[src/rtl/mesm6_defines.sv]
// mesm6_defines: shared bus controller types and address map constants
package mesm6_defines;
  localparam int AW = 15;
  localparam int DW = 48;
  localparam logic [5:0] IO_PAGE = 6'o77;
  localparam logic [11:0] SLOT_TOP = 12'o7777;
  typedef enum logic [1:0] {IDLE, BUSY, RESP} state_t;
endpackage

[src/rtl/mesm6_busdec.sv]
// mesm6_busdec: combinational address decoder for RAM and I/O slots
module mesm6_busdec
  import mesm6_defines::*;
#(
  parameter int NDEV = 4
) (
  input  logic [14:3]     addr,
  output logic            sel_mem,
  output logic [NDEV-1:0] sel_dev,
  output logic            unmapped
);
  always_comb begin
    sel_mem = addr[14:9] != IO_PAGE;
    for (int k = 0; k < NDEV; k++) sel_dev[k] = addr == SLOT_TOP - 12'(k);
    unmapped = !sel_mem && sel_dev == '0;
  end
endmodule

[src/rtl/mesm6_busctl.sv]
// mesm6_busctl: routes CPU requests to RAM or I/O slots with timeout, error capture and IRQ sampling
module mesm6_busctl
  import mesm6_defines::*;
#(
  parameter int NDEV    = 4,
  parameter int TIMEOUT = 255,
  parameter int NIRQ    = 48
) (
  input  logic               clk,
  input  logic               reset,
  input  logic [AW-1:0]      cpu_addr,
  input  logic               cpu_read,
  input  logic               cpu_write,
  input  logic [DW-1:0]      cpu_wdata,
  output logic [DW-1:0]      cpu_rdata,
  output logic               cpu_done,
  output logic               cpu_err,
  output logic [AW-1:0]      mem_addr,
  output logic               mem_read,
  output logic               mem_write,
  output logic [DW-1:0]      mem_wdata,
  input  logic [DW-1:0]      mem_rdata,
  input  logic               mem_done,
  output logic [AW-1:0]      dev_addr,
  output logic [DW-1:0]      dev_wdata,
  output logic [NDEV-1:0]    dev_read,
  output logic [NDEV-1:0]    dev_write,
  input  logic [DW*NDEV-1:0] dev_rdata,
  input  logic [NDEV-1:0]    dev_done,
  input  logic [NDEV-1:0]    dev_int,
  output logic [NIRQ-1:0]    pic_irq,
  output logic [AW-1:0]      err_addr
);
  state_t state, next;
  logic [AW-1:0] addr_q;
  logic [DW-1:0] wdata_q, t_rdata;
  logic [11:0] cnt;
  logic [2:0] slot_q, slot;
  logic [NDEV-1:0] sel_dev, onehot;
  logic wr_q, mem_q, err_q, sel_mem, unmapped, req, bad, busy, expire, t_done;

  mesm6_busdec #(.NDEV(NDEV)) u_dec (
    .addr(cpu_addr[14:3]),
    .sel_mem(sel_mem),
    .sel_dev(sel_dev),
    .unmapped(unmapped)
  );

  // only the latched target's done/rdata are observed; other targets are ignored
  always_comb begin
    slot = '0;
    t_done = mem_q & mem_done;
    t_rdata = mem_rdata;
    for (int k = 0; k < NDEV; k++) begin
      if (sel_dev[k]) slot = 3'(k);
      if (!mem_q && slot_q == 3'(k)) begin
        t_done = dev_done[k];
        t_rdata = dev_rdata[DW*k +: DW];
      end
    end
    req = cpu_read | cpu_write;
    bad = unmapped | (cpu_read & cpu_write);
    busy = state == BUSY;
    expire = cnt == 12'(TIMEOUT - 1);
    next = state == IDLE ? (req ? (bad ? RESP : BUSY) : IDLE)
         : busy ? (t_done || expire ? RESP : BUSY) : IDLE;
  end

  always_ff @(posedge clk) begin
    if (reset) state <= IDLE;
    else state <= next;
  end

  // done on the expiry cycle wins over the timeout
  always_ff @(posedge clk) begin
    if (reset) begin
      cnt <= '0;
      cpu_rdata <= '0;
      err_addr <= '0;
      pic_irq <= '0;
      err_q <= 1'b0;
      addr_q <= '0;
      wdata_q <= '0;
      wr_q <= 1'b0;
      mem_q <= 1'b0;
      slot_q <= '0;
    end else begin
      pic_irq <= NIRQ'(dev_int);
      if (state == IDLE && req) begin
        addr_q <= cpu_addr;
        wdata_q <= cpu_wdata;
        wr_q <= cpu_write;
        mem_q <= sel_mem;
        slot_q <= slot;
        cnt <= '0;
        err_q <= bad;
        if (bad) begin
          cpu_rdata <= '0;
          err_addr <= cpu_addr;
        end
      end
      if (busy) begin
        cnt <= cnt + 12'd1;
        if (t_done) begin
          if (!wr_q) cpu_rdata <= t_rdata;
        end else if (expire) begin
          err_q <= 1'b1;
          cpu_rdata <= '0;
          err_addr <= addr_q;
        end
      end
    end
  end

  assign onehot = NDEV'(1) << slot_q;
  assign cpu_done = state == RESP;
  assign cpu_err = cpu_done & err_q;
  assign mem_addr = addr_q;
  assign dev_addr = addr_q;
  assign mem_wdata = wdata_q;
  assign dev_wdata = wdata_q;
  assign mem_read = busy & mem_q & ~wr_q;
  assign mem_write = busy & mem_q & wr_q;
  assign dev_read = busy & ~mem_q & ~wr_q ? onehot : '0;
  assign dev_write = busy & ~mem_q & wr_q ? onehot : '0;
endmodule

[config.mk]
export PLATFORM = sky130hd
export DESIGN_NAME = mesm6_busctl
export DESIGN_NICKNAME = d
export VERILOG_FILES = /design/src/rtl/mesm6_defines.sv /design/src/rtl/mesm6_busdec.sv /design/src/rtl/mesm6_busctl.sv
export SDC_FILE = /design/constraint.sdc
export NUM_CORES = 1
export LEC_CHECK = 0
export ABC_AREA = 1
export CAP_MARGIN = 10
export CORE_AREA = 2 2 221 223
export CTS_BUF_LIST = sky130_fd_sc_hd__clkbuf_2
export CTS_CLUSTER_DIAMETER = 40
export DETAILED_ROUTE_END_ITERATION = 10
export DIE_AREA = 0 0 223 225
export SYNTH_ARGS = -nofsm -noshare
export SYNTH_HDL_FRONTEND = slang
export SYNTH_SLANG_ARGS = --single-unit
[constraint.sdc]
create_clock -name clk -period 1.5 [get_ports clk]
set_input_delay 0.3 -clock clk [delete_from_list [all_inputs] [get_ports clk]]
set_output_delay 0.3 -clock clk [all_outputs]
set_load 0.05 [all_outputs]
==> summary.txt <==
Run status
  • Status: complete, but fails checks
  • Failing checks: setup timing

Global routing
  • Vias in the first global route: 13057
  • Tot GR Track Use: 20.7%
  • Initial antenna violation count: 2
  • GRT overflow: 0
  • GRT met3 Usage: 5.68%
  • GRT busiest layer: met2
  • First-pass GRT wire length: 78200 um
  • Met1 Use GR: 23.6%
  • Largest net degree at the start of global routing: 59
  • M2 GR Usage: 36.2%

Clocking
  • Clock Root Buffer: clkbuf_2
  • Sink Count: 149
  • Clk_lat worst skew: 0.86 ns
  • CTS HTree Levels: 4
  • Num CTS Buffers: 17
  • Worst-path clk slew: 0.27 ns
  • Clock buffer depth: 2
  • CTS tree: yes

Setup path
  • R2R Path Start: slot_q[1]
  • CP max stage delay: 0.47 ns
  • Delay-heaviest family, CP: buffers and inverters
  • Worst path cell trace: inv_4 -> nor2_4 -> buf_6 -> nand2_8 -> buf_12 -> buf_6 -> nor2_4 -> buf_12
  • WS Path Type: register to primary output
  • Setup crit end kind: primary output
  • Reg2reg end: cpu_rdata[28]
  • Worst setup startpoint: slot_q[1]
  • R2R depth: 13
  • Crit path DAT: 2.15 ns
  • Last element of the critical path: dev_write[2]
  • Required time worst endpoint: 1.20 ns
  • Worst Path Buf+Inv: 5
  • Worst-path maximum fanout: 4
  • Crit-path slowest cell: dfxtp_4
  • R2R Setup Slk: -0.53 ns
  • CP startpoint kind: register
  • Crit path depth: 8

Floorplanning
  • Die height: 225 um
  • Die area: 50200 um2
  • IO Count: 565
  • FP Rows: 80
  • Die X: 223 um
  • Initial Util: 21.0%
  • CORE AREA: 47500 um2

Synthesis
  • Avg Cell Area, Syn: 6.10 um2
  • Synth Cell Area: 9970 um2
  • Netlist cell types: 34
  • Register area share after synthesis: 29.9%
  • Yosys Warn Count: 0
  • Post-synthesis register bit count: 149
  • Post-Syn Instances: 1634

Route
  • Starting DRT DRC Count: 797
  • DR vias: 13090
  • Vias/cell: 4.55
  • Post-DRT Antenna Nets: 0
  • Wire length per cell: 18.7 um
  • DRC errors left: 0
  • Detailed-route wire length: 53800 um
  • DRT Pass-1 Iters: 5

STA
  • FMAX: 408 MHz
  • Final TNS setup: -94.32 ns
  • Clock skew: 0.0342 ns
  • Post-route minimum period: 2.45 ns
  • RSZ-0062 raised after global routing: yes
  • Slew headroom: 56.6%
  • Max Slew Vio Count: 0
  • Final period util: 163%
  • Hold Fails Final Rpt: 0
  • # setup viols final: 344
  • Worst-Margin Slew: 0.652 ns
  • Final setup margin: -0.950 ns

Cells and area
  • Synthesis-to-layout area growth: 109%
  • Most frequent cells in the layout: nand2_1 (333), clkdlybuf4s50_1 (314), nor2_1 (280)
  • Most common cell after layout, fill and taps aside: nand2_1
  • Fin area: 20900 um2
  • Nets: 2564
  • Util after Layout: 43.9%
  • Layout cells sized above 1: 27.8%

Power
  • Pwr dens: 771 nW/um2
  • VDD IR max: 0.738 mV
  • Lkg Pwr: 0.00913 uW

Placement
  • Area of placed instances: 18200 um2
  • PortBufs: 520
  • RePlAce Congestion: 0.869
  • Detail Placement HPWL: 37100 um

Min path
  • Hold WC Path Type: primary input to register
  • Worst Hold Launch: cpu_addr[13]

Flow run
  • Max_cap viols: 0
==> worst register-to-register path: cells and delay by family, from the launching register on <==
kind	cells	cell delay, ns
buffers and inverters	8	1.03
DFF	1	0.44
AOI/OAI and AO/OA	1	0.05
and+or+nand+nor	4	0.41
==> power breakdown <==
group	switching, uW	total (uW)	leakage (uW)	internal (uW)
clock network	1780	2440	0.000135	659
registers	608	4960	0.00130	4350
logic	4440	8670	0.00770	4230
==> repair_timing <==
| item | in CTS | in global routing |
|---|---|---|
| endpoints found under the hold margin | 147 | 0 |
| pin swaps | 39 | 10 |
| hold buffers | 62 | 0 |
| buffers inserted | 54 | 6 |
| gates cloned | 18 | 2 |
| resized for setup | 290 | 64 |
| endpoints found under the setup margin | 325 | 346 |
==> metal layers <==
layer / vias to the layer above / share of wire (%)
met4: 2 / 3.8
met1: 6087 / 39
met2: 628 / 49
met3: 87 / 8.8
met5: - / 0.033
li1: 6286 / -
==> worst min-delay path by stage <==
| stage | to | cells after the start |
|---|---|---|
| 3_5_place_dp | cnt[11] | 2 |
| 3_3_place_gp | err_q | 2 |
| 4_1_cts | err_addr[12] | 5 |
| 6_report | dev_addr[13] | 4 |
| 2_1_floorplan | pic_irq[0] | 2 |
| 5_1_grt | dev_addr[13] | 4 |
==> final cells by class <==
cell class                 count  area (um2)
fill                        4678       26700
timing repair buffer         770       10200
multi-input combinational   1174        5680
sequential                   149        3370
tap                          615         769
inverter                     132         520
clock inverter                14         145
clock buffer                  18        90.1
timing repair inverter         2        25.0
antenna                        1        2.50
==> state kept, by name (all words and copies together), names as in the netlist <==
name,flops
dev_addr,15
err_q,1
cnt,12
state,2
dev_wdata,48
slot_q,2
cpu_rdata,48
wr_q,1
pic_irq,4
mem_q,1
err_addr,15
==> cell families (layout without fill, tap and decap cells) <==
group	count (synthesis)	after routing	share of synthesized area [%]
AOI/OAI and AO/OA	220	220	12.6
other	1	45	0.0376
and+or+nand+nor	908	908	39.0
adders and majority gates	2	2	0.251
buffers and inverters	354	936	18.2
DFF	149	149	29.9
==> metrics by stage <==
step | instances | hold WS, ns | total power (uW) | setup slack [ns]
4_1_cts | 2871 | 0.00460 | 16200 | -1.09
6_report | 2875 | 0.155 | 16100 | -0.950
3_5_place_dp | 2706 | 0.481 | 12700 | -0.654
2_1_floorplan | 1677 | 0.407 | 8640 | -0.134
5_1_grt | 2875 | 0.0431 | 16800 | -1.12
3_3_place_gp | 2706 | 0.474 | 12700 | -0.584
==> synthesized netlist by cell type <==
cell,number,area share (%)
nand2_1,350,13
nor2_1,291,11
nand3_1,201,10
dfxtp_1,149,30
inv_1,125,4.7
buf_4,111,8.4
o21ai_0,73,3.7
a21oi_1,72,3.6
clkbuf_1,61,2.3
nand3b_1,49,3.7
buf_2,36,1.8
a21boi_0,26,2.0
a21boi_1,21,1.6
o21ai_1,16,0.80
buf_1,11,0.41
inv_2,6,0.23
a211oi_1,5,0.38
nand4_1,4,0.25
nor3_1,4,0.20
a221oi_1,3,0.26
buf_6,3,0.34
nor2_2,3,0.19
a31oi_1,2,0.13
ha_1,2,0.25
clkinv_1,1,0.038
conb_1,1,0.038
nand2_2,1,0.063
nand3_2,1,0.10
nor2_4,1,0.11
nor3b_1,1,0.075
o21a_1,1,0.075
o21ai_2,1,0.088
or2_1,1,0.063
or2_2,1,0.063
Power figures use the tool's default switching activity.
==> RTL edit 1, RTL diff (same flow settings) <==
Re-encode `state_t` (3 states) as one-hot, 3 bits wide.
--- a/src/rtl/mesm6_defines.sv
+++ b/src/rtl/mesm6_defines.sv
@@ -6,3 +6,3 @@
   localparam logic [11:0] SLOT_TOP = 12'o7777;
-  typedef enum logic [1:0] {IDLE, BUSY, RESP} state_t;
+  typedef enum logic [2:0] {IDLE = 3'b001, BUSY = 3'b010, RESP = 3'b100} state_t;
 endpackage
Formal check against the unedited RTL: same outputs for any inputs over 4 cycles, from zero or initial values and one cycle with reset high; so few cycles prove little.
==> RTL edit 1 against the unedited design <==
The run still ends with negative setup slack left. Worst setup slack improved by 0.0043 ns. Critical endpoint is now dev_read[0]. Sequential cell count increased by 1. Total power shrank 2.9%. Synthesized area increased by 1.2%. Routed wire length rose by 16%. Largest cell class unchanged. Cell area is 10% higher.
==> RTL edit 1: results (changes against the unedited design) <==
place:
  gp_congestion: 0.854  # -1.7%
  dp_worst_setup_slack_ns: -0.759  # -0.104 ns
  placed_cell_area_um2: 18200  # +0.39%
  numPlacedInstances: 2766  # +2.2%
  dpl.hpwl_um: 38200  # +2.8%
grt:
  grt_max_degree: 50  # -15%
  grt_pass1_vias: 13300  # +2.1%
  grt_usage_pct: 20.8  # +0.16 points
  grt_pass1_wl_um: 79200  # +1.2%
  antenna_found_initial: 4  # +2
setup_path:
  worst_path_largest_cell_delay_ns: 0.41  # -0.06 ns
  reg2reg_slack_ns: -0.57  # -0.04 ns
  cp-endpoint: "dev_read[0]"
  r2r-end: "cpu_rdata[12]"
  crit_start: "mem_q"
run_status:
  violations: "negative setup slack"
  outcome: "complete, but fails checks"
timing:
  worstMarginPinSlew_ns: 0.632  # -0.0193 ns
  finClkSkew_ns: 0.0441  # +0.00994 ns
  setup_violations: 344  # unchanged
  hold_slack_ns: 0.179  # +0.0239 ns
  fin_tns_setup_ns: -101.09  # -6.77 ns
  setup_ws_ns: -0.946  # +0.00431 ns
synthesis:
  synthXorXnorAreaFrac_pct: 0  # unchanged
  ys_seq_area_share_pct: 29.8  # -0.16 points
  synth_common_cells: "454 x nand2_1, 208 x nand3_1, 201 x nor2_1, 185 x inv_1, 173 x a21oi_1"
  synth_compound_area_share_pct: 10.3  # -2.2 points
  synth_fa_ha_area_share_pct: 0.248  # -0.0030 points
  synth_cells: 1701  # +4.1%
  synth_cell_types: 29  # -15%
  synth.area.top_cells: "dfxtp_1 30%, nand2_1 17%, nand3_1 10%"
drt:
  first_pass_iters: 7  # +2
  drt_iter0_drc: 772  # -3.1%
  routedWlPerCell_um: 20.7  # +10%
  wl_um: 62400  # +16%
  num_vias: 14000  # +7.2%
hold_path:
  worstHoldStart: "dev_rdata[155]"
  hold_depth: 7  # +3
  min_to: "cpu_rdata[11]"
cells_and_area:
  fin_nets: 2708  # +5.6%
  drive_above_1_share_pct: 37.7  # +10 points
power_and_ir_drop:
  total_leakage_power_nw: 10.3  # +13%
  ir_drop_v: 0.000681  # -7.7%
clock_network:
  cts_buffers: 17  # unchanged
  clock_latency_ns: 0.89  # +0.03 ns
==> RTL edit 1: changes by cell type after synthesis, moves of 3 or more <==
cell	delta
nand2_1	+104
a21oi_1	+101
nor2_1	-90
inv_1	+60
o21ai_0	-50
a21boi_0	-26
a21boi_1	-21
o21ai_1	-15
buf_2	+9
clkbuf_1	-7
nand3_1	+7
buf_6	-3
==> RTL edit 1: final cells by class <==
type | count | area [um2]
Tap cell | 615 | 769
Clock buffer | 18 | 90.1
Timing Repair Buffer | 849 | 11300
Fill cell | 4396 | 24600
Multi-Input combinational cell | 1180 | 6550
Clock inverter | 14 | 124
Sequential cell | 150 | 3400
Inverter | 192 | 766
Antenna cell | 2 | 5.00
==> RTL edit 1: layer usage <==
layer | part of all wire, % | wire length (um) | track usage, % | vias up
li1 | - | - | - | 6590
met1 | 36 | 22100 | 22.2 | 6555
met2 | 51 | 31700 | 37.6 | 746
met3 | 8.8 | 5500 | 6.98 | 137
met4 | 4.8 | 2970 | 8.81 | 4
met5 | 0.037 | 23 | 0 | -
==> RTL edit 1: cell families (layout without fill, tap and decap cells) <==
group	after synthesis	after routing
AO/OA/AOI/OAI	204	204
adder cells (fa/ha/maj)	2	2
buffers and inverters	414	1073
flip-flops	150	150
other	1	46
AND/OR/NAND/NOR	930	930
==> RTL edit 1: worst max-delay path, delay by kind of cell, from the launching register on <==
kind | cells | cell delay, ns
buffers and inverters | 4 | 0.54
and+or+nand+nor | 3 | 0.31
DFF | 1 | 0.41
==> RTL edit 1: timing repair <==
action,in CTS,in global routing
setup endpoints to repair,310,351
gates cloned,10,33
hold buffers,66,0
resized for setup,294,350
endpoints found under the hold margin,127,0
buffers inserted,90,31
pin swaps,53,78
==> RTL edit 1: power breakdown <==
part	internal [mW]	switching, mW
Sequential	4.24	0.528
Clock	0.629	1.79
Combinational	4.13	4.30
==> RTL edit 2, RTL diff (config.mk and constraints unchanged) <==
Made on the original files. Change the package constant `DW` from 48 to 24.
--- a/src/rtl/mesm6_defines.sv
+++ b/src/rtl/mesm6_defines.sv
@@ -3,3 +3,3 @@
   localparam int AW = 15;
-  localparam int DW = 48;
+  localparam int DW = 24;
   localparam logic [5:0] IO_PAGE = 6'o77;
Ports: changed (6 resized); port bits go from 565 to 349. No check against the original RTL was run, so the function may have changed too.
==> RTL edit 2 against the unedited design <==
The run still ends with negative setup slack left. Combinational power is 34% lower. Sequential cell count is 48 lower. Sequential power is 32% lower. Worst setup slack better by 0.21 ns. Synthesized area is 35% lower. Total power is 33% lower. Global-route usage is 8.8 points lower. Utilization is 15 points lower. Routed wire length is 42% lower. Cell area is 34% lower. Largest cell class unchanged. Largest power group unchanged.
==> RTL edit 2: results (changes against the unedited design) <==
run_status:
  outcome: "complete, but fails checks"
  violations: "negative setup slack"
drt:
  drt_iter0_drc: 463  # -42%
  wl_um: 31100  # -42%
  first_pass_iters: 6  # +1
synthesis:
  synth_common_cells: "208 x nand2_1, 207 x nor2_1, 139 x inv_1, 134 x nand3_1, 101 x dfxtp_1"
  synth_fa_ha_area_share_pct: 0.384  # +0.13 points
  synth_cell_types: 30  # -12%
  syn_avg_cell_area_um2: 5.99  # -1.8%
  ys_seq_area_share_pct: 31.0  # +1.1 points
power_and_ir_drop:
  p_sw_mw: 4.49  # -34%
  powerClk_mw: 1.66  # -32%
  cellPowerDensity_nw_per_um2: 785  # +1.9%
  total_leakage_power_nw: 6.22  # -32%
setup_path:
  crit_family: "flip-flops"
  reg2reg_slack_ns: -0.41  # +0.12 ns
  crit_fanout: 7  # +3
  worstPathArrival_ns: 1.94  # -0.21 ns
  r2r-start: "mem_q"
clock_network:
  cts_buffers: 9  # -8
  post_cts_buffers: 45  # -17%
  cts_hold_buf: 4  # -94%
  htreeDepth: 3  # -1
  clock_latency_ns: 0.72  # -0.14 ns
  clk_pin_slew_ns: 0.34  # +0.07 ns
  cts.repair.resized: 266  # -8.3%
timing:
  setup_ws_ns: -0.744  # +0.206 ns
  slew_headroom_pct: 57.2  # +0.60 points
  hold_slack_ns: 0.133  # -0.0222 ns
  setup_violations: 214  # -38%
  finClkSkew_ns: 0.0648  # +0.0306 ns
  fin_tns_setup_ns: -33.52  # +60.80 ns
grt:
  grt_max_degree: 58  # -1.7%
  antenna_found_initial: 4  # +2
  grt_pass1_vias: 7985  # -39%
  grt_pass1_wl_um: 45400  # -42%
  grt_usage_pct: 11.9  # -8.8 points
hold_path:
  hold_depth: 3  # -1
  worstHoldStart: "cpu_wdata[9]"
  min_to: "dev_wdata[9]"
place:
  dpl.hpwl_um: 22700  # -39%
  dp_worst_setup_slack_ns: -0.518  # +0.136 ns
  placed_cell_area_um2: 11800  # -35%
  numPlacedInstances: 2004  # -26%
  gp_congestion: 0.883  # +1.6%
cells_and_area:
  nFillCells: 5019  # +7.3%
  drive_above_1_share_pct: 35.5  # +7.8 points
  stdcell_count: 2097  # -27%
RTL edit 2: changes by cell type after synthesis, moves of 28 or more:
| cell | change |
|---|---|
| buf_4 | -28 |
| clkbuf_1 | -37 |
| dfxtp_1 | -48 |
| nand2_1 | -142 |
| nand3_1 | -67 |
| nand3b_1 | -45 |
| nor2_1 | -84 |
RTL edit 2: routing by layer:
metal | vias to the layer above | wire [um] | GRT usage [%]
li1 | 4040 | - | -
met1 | 3743 | 13300 | 14.4
met2 | 326 | 14500 | 20.1
met3 | 37 | 2480 | 3.52
met4 | 6 | 756 | 3.88
met5 | - | 34 | 0
RTL edit 2: area by class of cell:
class | count | area [um2] | area share [%]
Clock buffer | 10 | 50.0 | 0.365
Clock inverter | 6 | 92.6 | 0.676
Sequential cell | 101 | 2270 | 16.5
Multi-Input combinational cell | 742 | 3780 | 27.6
Timing Repair Buffer | 478 | 6180 | 45.1
Inverter | 144 | 562 | 4.10
Tap cell | 615 | 769 | 5.61
Antenna cell | 1 | 2.50 | 0.0183
